**src/rtl/apb_pkg.sv**
```systemverilog
// apb_pkg: shared widths, peripheral window defaults and bridge FSM state type.
package apb_pkg;
    localparam int DEF_ADDR_WIDTH = 32;
    localparam int DEF_DATA_WIDTH = 32;
    localparam logic [31:0] DEF_APB_BASE = 32'h9300_0000;
    localparam logic [31:0] DEF_APB_SIZE = 32'h0001_0000;
    localparam logic [31:0] GPIO_BASE = 32'h9300_0000;
    typedef enum logic [1:0] {IDLE, SETUP, ACCESS, RESP} apb_bridge_state_t;
endpackage

```
**src/rtl/apb_bridge_if.sv**
```systemverilog
// apb_bridge_if: core request/response channel plus APB master signals of the bridge.
interface apb_bridge_if
    import apb_pkg::*;
#(
    parameter int ADDR_WIDTH = DEF_ADDR_WIDTH,
    parameter int DATA_WIDTH = DEF_DATA_WIDTH
);
    logic req_valid;
    logic req_ready;
    logic [ADDR_WIDTH-1:0] req_addr;
    logic req_write;
    logic [DATA_WIDTH-1:0] req_wdata;
    logic resp_valid;
    logic resp_ready;
    logic [DATA_WIDTH-1:0] resp_rdata;
    logic resp_err;
    logic PSEL;
    logic PENABLE;
    logic [ADDR_WIDTH-1:0] PADDR;
    logic PWRITE;
    logic [DATA_WIDTH-1:0] PWDATA;
    logic [DATA_WIDTH-1:0] PRDATA;
    logic PREADY;
    logic PSLVERR;
    modport slave (
        input req_valid, req_addr, req_write, req_wdata, resp_ready, PRDATA, PREADY, PSLVERR,
        output req_ready, resp_valid, resp_rdata, resp_err, PSEL, PENABLE, PADDR, PWRITE, PWDATA
    );
    modport master (
        output req_valid, req_addr, req_write, req_wdata, resp_ready, PRDATA, PREADY, PSLVERR,
        input req_ready, resp_valid, resp_rdata, resp_err, PSEL, PENABLE, PADDR, PWRITE, PWDATA
    );
endinterface

```
**src/rtl/apb_bridge.sv**
```systemverilog
// apb_bridge: single-outstanding valid/ready to APB bridge with local rejection of out-of-window addresses.
// Optional ACCESS-phase timeout compiled in with APB_BRIDGE_TIMEOUT_EN.
module apb_bridge
    import apb_pkg::*;
#(
    parameter int DATA_WIDTH = DEF_DATA_WIDTH,
    parameter int ADDR_WIDTH = DEF_ADDR_WIDTH,
    parameter logic [ADDR_WIDTH-1:0] APB_BASE = DEF_APB_BASE,
    parameter logic [ADDR_WIDTH-1:0] APB_SIZE = DEF_APB_SIZE,
    parameter int TIMEOUT_CYCLES = 16
) (
    input logic clk,
    input logic arst,
    apb_bridge_if.slave bus
);
    apb_bridge_state_t state_q, state_d;
    logic [ADDR_WIDTH-1:0] paddr_q, paddr_d;
    logic [DATA_WIDTH-1:0] pwdata_q, pwdata_d, rdata_q, rdata_d;
    logic pwrite_q, pwrite_d, err_q, err_d;
    logic in_win, timeout;
    // One extra bit keeps APB_BASE+APB_SIZE from wrapping at the top of the address space.
    assign in_win = ({1'b0, bus.req_addr} >= {1'b0, APB_BASE}) &&
                    ({1'b0, bus.req_addr} < ({1'b0, APB_BASE} + {1'b0, APB_SIZE}));
`ifdef APB_BRIDGE_TIMEOUT_EN
    localparam int CW = $clog2(TIMEOUT_CYCLES + 1);
    logic [CW-1:0] cnt_q, cnt_d;
    always_comb cnt_d = (state_q == ACCESS && !bus.PREADY) ? cnt_q + CW'(1) : '0;
    assign timeout = state_q == ACCESS && !bus.PREADY && cnt_q == CW'(TIMEOUT_CYCLES - 1);
    always_ff @(posedge clk or posedge arst) begin
        if (arst) cnt_q <= '0;
        else cnt_q <= cnt_d;
    end
`else
    assign timeout = 1'b0;
`endif
    always_comb begin
        state_d = state_q;
        paddr_d = paddr_q;
        pwrite_d = pwrite_q;
        pwdata_d = pwdata_q;
        rdata_d = rdata_q;
        err_d = err_q;
        case (state_q)
            IDLE: if (bus.req_valid) begin
                if (in_win) begin
                    paddr_d = bus.req_addr;
                    pwrite_d = bus.req_write;
                    pwdata_d = bus.req_wdata;
                    state_d = SETUP;
                end else begin
                    rdata_d = '0;
                    err_d = 1'b1;
                    state_d = RESP;
                end
            end
            SETUP: state_d = ACCESS;
            ACCESS: if (bus.PREADY) begin
                rdata_d = (pwrite_q || bus.PSLVERR) ? '0 : bus.PRDATA;
                err_d = bus.PSLVERR;
                state_d = RESP;
            end else if (timeout) begin
                rdata_d = '0;
                err_d = 1'b1;
                state_d = RESP;
            end
            default: state_d = bus.resp_ready ? IDLE : RESP;
        endcase
    end
    always_ff @(posedge clk or posedge arst) begin
        if (arst) begin
            state_q <= IDLE;
            paddr_q <= '0;
            pwrite_q <= 1'b0;
            pwdata_q <= '0;
            rdata_q <= '0;
            err_q <= 1'b0;
        end else begin
            state_q <= state_d;
            paddr_q <= paddr_d;
            pwrite_q <= pwrite_d;
            pwdata_q <= pwdata_d;
            rdata_q <= rdata_d;
            err_q <= err_d;
        end
    end
    // Strobes decode from state so an asynchronous reset drops them at once.
    assign bus.req_ready = state_q == IDLE;
    assign bus.resp_valid = state_q == RESP;
    assign bus.PSEL = state_q == SETUP || state_q == ACCESS;
    assign bus.PENABLE = state_q == ACCESS;
    assign bus.PADDR = paddr_q;
    assign bus.PWRITE = pwrite_q;
    assign bus.PWDATA = pwdata_q;
    assign bus.resp_rdata = rdata_q;
    assign bus.resp_err = err_q;
endmodule

```
**src/flat_wrapper.sv**
```systemverilog
// flat-port wrapper written by rule: the top's interface ports become plain ports
module apb_bridge_flat import apb_pkg::*;
#(
    parameter int DATA_WIDTH = DEF_DATA_WIDTH,
    parameter int ADDR_WIDTH = DEF_ADDR_WIDTH,
    parameter logic [ADDR_WIDTH-1:0] APB_BASE = DEF_APB_BASE,
    parameter logic [ADDR_WIDTH-1:0] APB_SIZE = DEF_APB_SIZE,
    parameter int TIMEOUT_CYCLES = 16
)
  (clk, arst, bus_req_valid, bus_req_addr, bus_req_write, bus_req_wdata, bus_resp_ready, bus_PRDATA, bus_PREADY, bus_PSLVERR, bus_req_ready, bus_resp_valid, bus_resp_rdata, bus_resp_err, bus_PSEL, bus_PENABLE, bus_PADDR, bus_PWRITE, bus_PWDATA);
  apb_bridge_if #(.ADDR_WIDTH(ADDR_WIDTH), .DATA_WIDTH(DATA_WIDTH)) bus_i ();
  input logic clk;
  input logic arst;
  input wire logic [$bits(bus_i.req_valid)-1:0] bus_req_valid;
  input wire logic [$bits(bus_i.req_addr)-1:0] bus_req_addr;
  input wire logic [$bits(bus_i.req_write)-1:0] bus_req_write;
  input wire logic [$bits(bus_i.req_wdata)-1:0] bus_req_wdata;
  input wire logic [$bits(bus_i.resp_ready)-1:0] bus_resp_ready;
  input wire logic [$bits(bus_i.PRDATA)-1:0] bus_PRDATA;
  input wire logic [$bits(bus_i.PREADY)-1:0] bus_PREADY;
  input wire logic [$bits(bus_i.PSLVERR)-1:0] bus_PSLVERR;
  output wire logic [$bits(bus_i.req_ready)-1:0] bus_req_ready;
  output wire logic [$bits(bus_i.resp_valid)-1:0] bus_resp_valid;
  output wire logic [$bits(bus_i.resp_rdata)-1:0] bus_resp_rdata;
  output wire logic [$bits(bus_i.resp_err)-1:0] bus_resp_err;
  output wire logic [$bits(bus_i.PSEL)-1:0] bus_PSEL;
  output wire logic [$bits(bus_i.PENABLE)-1:0] bus_PENABLE;
  output wire logic [$bits(bus_i.PADDR)-1:0] bus_PADDR;
  output wire logic [$bits(bus_i.PWRITE)-1:0] bus_PWRITE;
  output wire logic [$bits(bus_i.PWDATA)-1:0] bus_PWDATA;
  assign bus_i.req_valid = bus_req_valid;
  assign bus_i.req_addr = bus_req_addr;
  assign bus_i.req_write = bus_req_write;
  assign bus_i.req_wdata = bus_req_wdata;
  assign bus_i.resp_ready = bus_resp_ready;
  assign bus_i.PRDATA = bus_PRDATA;
  assign bus_i.PREADY = bus_PREADY;
  assign bus_i.PSLVERR = bus_PSLVERR;
  assign bus_req_ready = bus_i.req_ready;
  assign bus_resp_valid = bus_i.resp_valid;
  assign bus_resp_rdata = bus_i.resp_rdata;
  assign bus_resp_err = bus_i.resp_err;
  assign bus_PSEL = bus_i.PSEL;
  assign bus_PENABLE = bus_i.PENABLE;
  assign bus_PADDR = bus_i.PADDR;
  assign bus_PWRITE = bus_i.PWRITE;
  assign bus_PWDATA = bus_i.PWDATA;
  apb_bridge #(.DATA_WIDTH(DATA_WIDTH), .ADDR_WIDTH(ADDR_WIDTH), .APB_BASE(APB_BASE), .APB_SIZE(APB_SIZE), .TIMEOUT_CYCLES(TIMEOUT_CYCLES)) u_core (.clk(clk), .arst(arst), .bus(bus_i));
endmodule
```
**config.mk**
```make
export PLATFORM = sky130hd
export DESIGN_NAME = apb_bridge_flat
export DESIGN_NICKNAME = d
export VERILOG_FILES = /design/src/rtl/apb_pkg.sv /design/src/rtl/apb_bridge_if.sv /design/src/rtl/apb_bridge.sv /design/src/flat_wrapper.sv
export SDC_FILE = /design/constraint.sdc
export NUM_CORES = 1
export LEC_CHECK = 0
export BUFFER_PORTS_ARGS = -buffer_cell sky130_fd_sc_hd__buf_2
export CORE_MARGIN = 2
export CORE_UTILIZATION = 25
export DETAILED_ROUTE_END_ITERATION = 12
export GPL_ROUTABILITY_DRIVEN = 0
export SETUP_SLACK_MARGIN = 0.2
export SLEW_MARGIN = 20
export SYNTH_ARGS = -nofsm -noshare
export SYNTH_HDL_FRONTEND = slang
export SYNTH_SLANG_ARGS = --single-unit
```
**constraint.sdc**
```tcl
create_clock -name clk -period 2.78 [get_ports clk]
set_clock_uncertainty 0.2 [all_clocks]
set_input_delay 0.139 -clock clk [delete_from_list [all_inputs] [get_ports clk]]
set_output_delay 0.139 -clock clk [all_outputs]
set_load 0.02 [all_outputs]
```
==> results_dict.tcl, run 1 <==
set metrics [dict create \
    outcome "completed" \
    reg2reg_depth 7 \
    min_to "u_core.bus.resp_err" \
    rsz0062_at_grt "no" \
    synth_top_area_cell "dfrtp_1" \
    synth_area_per_cell_um2 15.6 \
    reg2reg_to "u_core.bus.resp_rdata[29]" \
    hold_path.startpoint "bus_PSLVERR" \
    grt_start_max_net_pins 63 \
    tritoncts "done" \
    layout_common_cells "buf_2, dfrtp_1, dlygate4sd3_1" \
    fin_nets 641 \
    reg2reg_from "u_core.state_q[0]" \
    worstSetupStartpointType "register" \
    cp_max_fo 32 \
    vias 3127 \
    fin_crit_ns 2.24 \
    path_buf_inv 2 \
    clk_latency_ns 0.34 \
    cts_buffers 9 \
    ios 205 \
    synth.distinct_cells 32 \
    grt_usage 0.132 \
    hold_viol_final 0 \
    drt_wl_total_um 10700 \
    cts_setup_buffers 0 \
    cp_slowest_stage_delay_ns 0.41 \
    ff2ff_setup_slack_ns 0.54 \
    netlist_instances 244 \
    yosys_warnings 0 \
    clockBufferDepth 2 \
    io_buffers 204 \
    cp-end-kind "register" \
    drv_cap 0 \
    drtIter0Drc 90 \
    core_area_um2 15000 \
    critPathKind "reg2reg" \
    start_util 0.254 \
    numClockSinks 100 \
    cts-resized-gates 0 \
    root_buffer "clkbuf_16" \
    slew_headroom 0.593 \
    worstPathRequired_ns 2.86 \
    power_density_nw_per_um2 762 \
    min_path_type "in2reg" \
    synth_area_um2 3810 \
    drt_pre_antenna_iters 4 \
    yosys_register_bits 100 \
    path_cells "inv_1 -> ha_1 -> mux2_2 -> nand2_1 -> a2bb2oi_2 -> buf_4 -> a22o_1" \
    hold_depth 4 \
    syn_to_final_growth_pct 62.8 \
    post-route-period-util 0.804 \
    fmax_mhz 447 \
    first_global_vias 3427 \
    synthTopCellsByArea "dfrtp_1, mux2_1, a22o_1, mux2_2, nor2b_1" \
    cts-hold-fix-buffers 83 \
    grt_overflow 0 \
    htreeDepth 3 \
    path_clk_slew_ns 0.07 \
    grt_pass1_wl_um 16700 \
    ir_drop_v 0.000559 \
    die_h_um 127 \
    setup_violations 0 \
    layout_commonest_cell "buf_2" \
    viasPerCell 4.30 \
    ys_seq_area_frac 0.657 \
    rows 45 \
    p_total_w 0.00473 \
    drive_gt1_frac 0.474 \
    synthDominantCellAreaShare 0.657 \
    p_leak_nw 3.46 \
    die_x_um 127 \
    crit_arrival_ns 2.32 \
    cpMaxStageDelayCell "dfrtp_1" \
    drc 0 \
    wl_per_cell_um 14.7 \
    antenna_found_initial 0 \
    tns_ns 0 \
    worstMarginPinSlew_ns 0.609 \
    die-area_um2 16200 \
    ant_nets 0 \
    dp_hpwl_um 6900 \
    path_delay_family "buffers and inverters" \
    final_max_slew_viol_count 0 \
    syn_nets 350 \
    num_antenna_cells 0 \
]
## how the worst max path moves through the flow
stage	slack (ns)	depth (start not counted)	start	endpoint
after floorplan	0.68	6	u_core.state_q[0]	u_core.state_q[1]
after global placement	0.64	7	u_core.state_q[0]	u_core.bus.resp_rdata[5]
after detailed placement	0.56	7	u_core.state_q[0]	u_core.bus.resp_rdata[31]
after CTS	0.54	7	u_core.state_q[0]	u_core.bus.resp_rdata[26]
after global routing	0.40	7	u_core.state_q[0]	u_core.bus.resp_rdata[22]
final	0.54	7	u_core.state_q[0]	u_core.bus.resp_rdata[29]
## sequential cells by signal, summed over array words and instances (netlist names)
signal                 cells
u_core.bus.resp_err        1
u_core.bus.PWDATA         32
u_core.bus.resp_rdata     32
u_core.state_q             2
u_core.bus.PADDR          32
u_core.bus.PWRITE          1
## final cells by class
cell class,count,area (µm²)
fill,1383,8830
inverter,5,22.5
timing repair buffer,293,1930
sequential,100,2500
clock buffer,9,225
clock inverter,7,98.8
tap,188,235
multi-input combinational,126,1190
## Yosys cell counts
cell type	n
mux2_2	17
a21oi_1	1
inv_1	5
o21ai_1	1
o22a_1	1
mux2_1	34
and4bb_2	1
nor4b_2	2
and3_4	1
nor4_1	1
buf_6	2
and4_4	1
o221a_2	1
nand2b_1	1
a2bb2oi_2	1
nor2_1	1
o31ai_1	1
clkbuf_1	3
nand2_1	5
nor4bb_1	1
or3_1	1
dfrtp_1	100
buf_2	4
nor2b_1	12
ha_1	3
buf_4	1
or2_2	4
o41a_1	1
o22ai_1	1
o21ai_0	1
buf_8	3
a22o_1	32
## worst register-to-register path: cells and delay by family (launching register included)
kind                     cells  cell delay [ns]
buffers and inverters        2             0.44
adder cells (fa/ha/maj)      1             0.29
AND/OR/NAND/NOR              1             0.09
flip-flops                   1             0.41
AO/OA/AOI/OAI                2             0.35
multiplexers                 1             0.40
## power by group
part / leakage (nW) / switching, W / internal [W] / total [W]
Sequential: 1.37 / 0.000151 / 0.00171 / 0.00187
Combinational: 1.93 / 0.000881 / 0.000638 / 0.00152
Clock: 0.156 / 0.000552 / 0.000795 / 0.00135
## cell families (layout without fill, tap and decap cells)
group           after synthesis  after routing  share of synthesized area
flops                       100            100                      0.657
simple gates                 31             31                     0.0568
buf+inv                      18            314                     0.0328
fa+ha+maj                     3              3                    0.00985
compound gates               41             41                     0.0932
mux                          51             51                      0.151
## layer usage
metal | GRT usage | wire, µm
met5 | 0 | 0
met2 | 0.237 | 5540
met4 | 0.0588 | 235
met3 | 0.0423 | 733
met1 | 0.143 | 4220
## stage by stage
step	setup slack (ns)	instances	util	hold slack, ns	instance area [µm²]
5_1_grt	0.398	728	0.413	0.102	6210
2_1_floorplan	0.676	244	-	0.0715	3810
3_5_place_dp	0.556	629	0.336	0.0399	5050
6_report	0.545	728	0.413	0.0817	6210
4_1_cts	0.538	728	0.413	0.0608	6210
3_3_place_gp	0.635	629	0.336	0.0338	5050
(Power assumes the default switching activity.)
==> run 2, diff against run 1 <==
--- a/config.mk
+++ b/config.mk
@@ -5,6 +5,7 @@
 export SDC_FILE = /design/constraint.sdc
 export NUM_CORES = 1
 export LEC_CHECK = 0
+export ABC_AREA = 1
 export BUFFER_PORTS_ARGS = -buffer_cell sky130_fd_sc_hd__buf_2
 export CORE_MARGIN = 2
 export CORE_UTILIZATION = 25
==> constraint.sdc (replaced) <==
create_clock -name clk -period 2 [get_ports clk]
set_clock_uncertainty 0.2 [all_clocks]
set_input_delay 0.1 -clock clk [delete_from_list [all_inputs] [get_ports clk]]
set_output_delay 0.1 -clock clk [all_outputs]
set_load 0.02 [all_outputs]
==> results_dict.tcl, run 2 <==
set metrics [dict create \
    synth_ff_type "dfrtp_1" \
    drive_gt1_frac 0.354 \
    final_area_um2 7320 \
    drv_cap 0 \
    start_util 0.255 \
    syn_nets 615 \
    rows 48 \
    grt_pass1_wl_um 22100 \
    hold_viol_final 0 \
    ant_nets 0 \
    ios 205 \
    layout_common_cells "buf_2, nand2_1, dfrtp_1" \
    synthDominantCellAreaShare 0.572 \
    final_max_slew_viol_count 0 \
    synth_edf_count 0 \
    worstPathRequired_ns 2.09 \
    vias 4414 \
    core_area_um2 17200 \
    critPathKind "reg2reg" \
    clk_latency_ns 0.34 \
    root_buffer "clkbuf_16" \
    yosys_register_bits 100 \
    whs_ns 0.0818 \
    wl_per_cell_um 14.7 \
    cp_max_fo 5 \
    grt_usage 0.153 \
    synthTopCellsByCount "nand2_1, dfrtp_1, inv_1" \
    final_util 0.426 \
    netlist_instances 509 \
    fin_nets 922 \
    postPlaceCellArea_um2 5660 \
    first_global_vias 4340 \
    path_clk_slew_ns 0.07 \
    antenna_found_initial 0 \
    drt_pre_antenna_iters 4 \
    cts_buffers 9 \
    tritoncts "done" \
    synthArstFlopShare 1.00 \
    syn_to_final_growth_pct 67.3 \
    instances_no_fill 1046 \
    slew_headroom 0.645 \
    die_h_um 136 \
    crit_arrival_ns 1.84 \
    dpl.cell_count 923 \
    synth_top_area_cell "dfrtp_1" \
    num_antenna_cells 0 \
    grt_overflow 0 \
    yosysMostFrequentCell "nand2_1" \
    internal_power_w 0.00457 \
    synth.distinct_cells 24 \
    viasPerCell 4.22 \
    drc 0 \
    power_density_nw_per_um2 993 \
    p_sw_frac 0.371 \
    p_seq_frac 0.350 \
    yosys_warnings 0 \
    fmax_mhz 570 \
    numClockSinks 100 \
    post-route-period-util 0.877 \
    synth_area_per_cell_um2 8.60 \
    p_leak_nw 4.20 \
    fin_crit_ns 1.75 \
    worstSetupStartpointType "register" \
    htreeDepth 3 \
    drtIter0Drc 177 \
    min_path_type "in2reg" \
    die_x_um 136 \
    outcome "completed" \
    setup_violations 0 \
    p_clk_frac 0.251 \
    die-area_um2 18600 \
    synth_area_um2 4380 \
    pwr-share-comb 0.399 \
    grt_start_max_net_pins 61 \
    dp_hpwl_um 8540 \
    synthTopCellsByArea "dfrtp_1, nand2_1, inv_1, nand3_1, o21ai_1" \
    drt_wl_total_um 15400 \
    layout_commonest_cell "buf_2" \
    rsz0062_at_grt "yes" \
    p_switching_w 0.00270 \
    nFillCells 1677 \
    io_buffers 204 \
    worstMarginPinSlew_ns 0.532 \
    ir_drop_v 0.000587 \
    ys_seq_area_frac 0.572 \
    clockBufferDepth 2 \
    cp-end-kind "register" \
]
==> run 2: area by class of cell <==
type	count	area, µm²	area share
sequential	100	2500	0.342
timing repair buffer	322	2420	0.330
multi-input combinational	307	1520	0.208
inverter	76	294	0.0402
tap	225	282	0.0384
clock buffer	11	243	0.0332
clock inverter	5	60.1	0.00820
==> run 2: metal layers <==
metal | GRT usage | routed length (µm)
met5 | 0 | 0
met4 | 0.0532 | 220
met3 | 0.0399 | 1120
met2 | 0.269 | 7450
met1 | 0.181 | 6610
==> run 2: logic make-up (layout without fill, tap and decap cells) <==
group	after synthesis	after routing	synth area share
AND/OR/NAND/NOR	249	250	0.242
buffers and inverters	103	414	0.103
flip-flops	100	100	0.572
AO/OA/AOI/OAI	54	54	0.0743
adder cells (fa/ha/maj)	3	3	0.00858
==> run 2: power groups by stage <==
| stage | clock, W | combinational (W) | sequential (W) |
|---|---|---|---|
| detailed placement | 0 | 0.00221 | 0.00256 |
| CTS | 0.00187 | 0.00257 | 0.00253 |
| finish | 0.00183 | 0.00290 | 0.00254 |
| global placement | 0 | 0.00217 | 0.00257 |
| global route | 0.00196 | 0.00313 | 0.00258 |
| floorplan | 0 | 0.00109 | 0.00291 |
==> run 2: per-stage QoR <==
| stage | setup TNS (ns) | power (W) | setup WS (ns) |
|---|---|---|---|
| finish | 0 | 0.00727 | 0.246 |
| global route | 0 | 0.00767 | 0.156 |
| CTS | 0 | 0.00698 | 0.190 |
| detailed placement | -2.01 | 0.00477 | -0.0749 |
| global placement | -0.000966 | 0.00474 | -0.000874 |
| floorplan | 0 | 0.00400 | 0.235 |
==> run 2: worst max-delay path, cell delays in order (launching register included) <==
cell       delay, ns
dfrtp_1         0.39
inv_2           0.09
ha_4            0.15
inv_6           0.04
buf_8           0.12
nor2_4          0.13
buf_6           0.14
clkbuf_16       0.14
nand2_1         0.05
nor2_1          0.08
nand3_1         0.08
nand2_1         0.07
==> run 2: timing repair <==
| action | 4_1_cts | 5_1_grt |
|---|---|---|
| hold buffers | 83 | 0 |
| buffers inserted | 5 | 7 |
| pin swaps | 1 | 20 |
| endpoints found under the hold margin | 183 | 0 |
| endpoints found under the setup margin | 38 | 91 |
| resized for setup | 14 | 26 |
| cloned | 5 | 7 |
==> run 2: final timing paths <==
path	from	end	slack (ns)	depth (start not counted)
setup reg to reg	u_core.state_q[0]	u_core.bus.resp_rdata[30]	0.25	11
max in group asynchronous	arst	u_core.state_q[1]	0.90	4
min in group asynchronous	arst	u_core.bus.PWDATA[24]	0.18	4
hold reg to reg	u_core.bus.PADDR[30]	u_core.bus.PADDR[30]	0.26	2
hold / removal	bus_PREADY	u_core.state_q[0]	0.08	4
setup / recovery	u_core.state_q[0]	u_core.bus.resp_rdata[30]	0.25	11
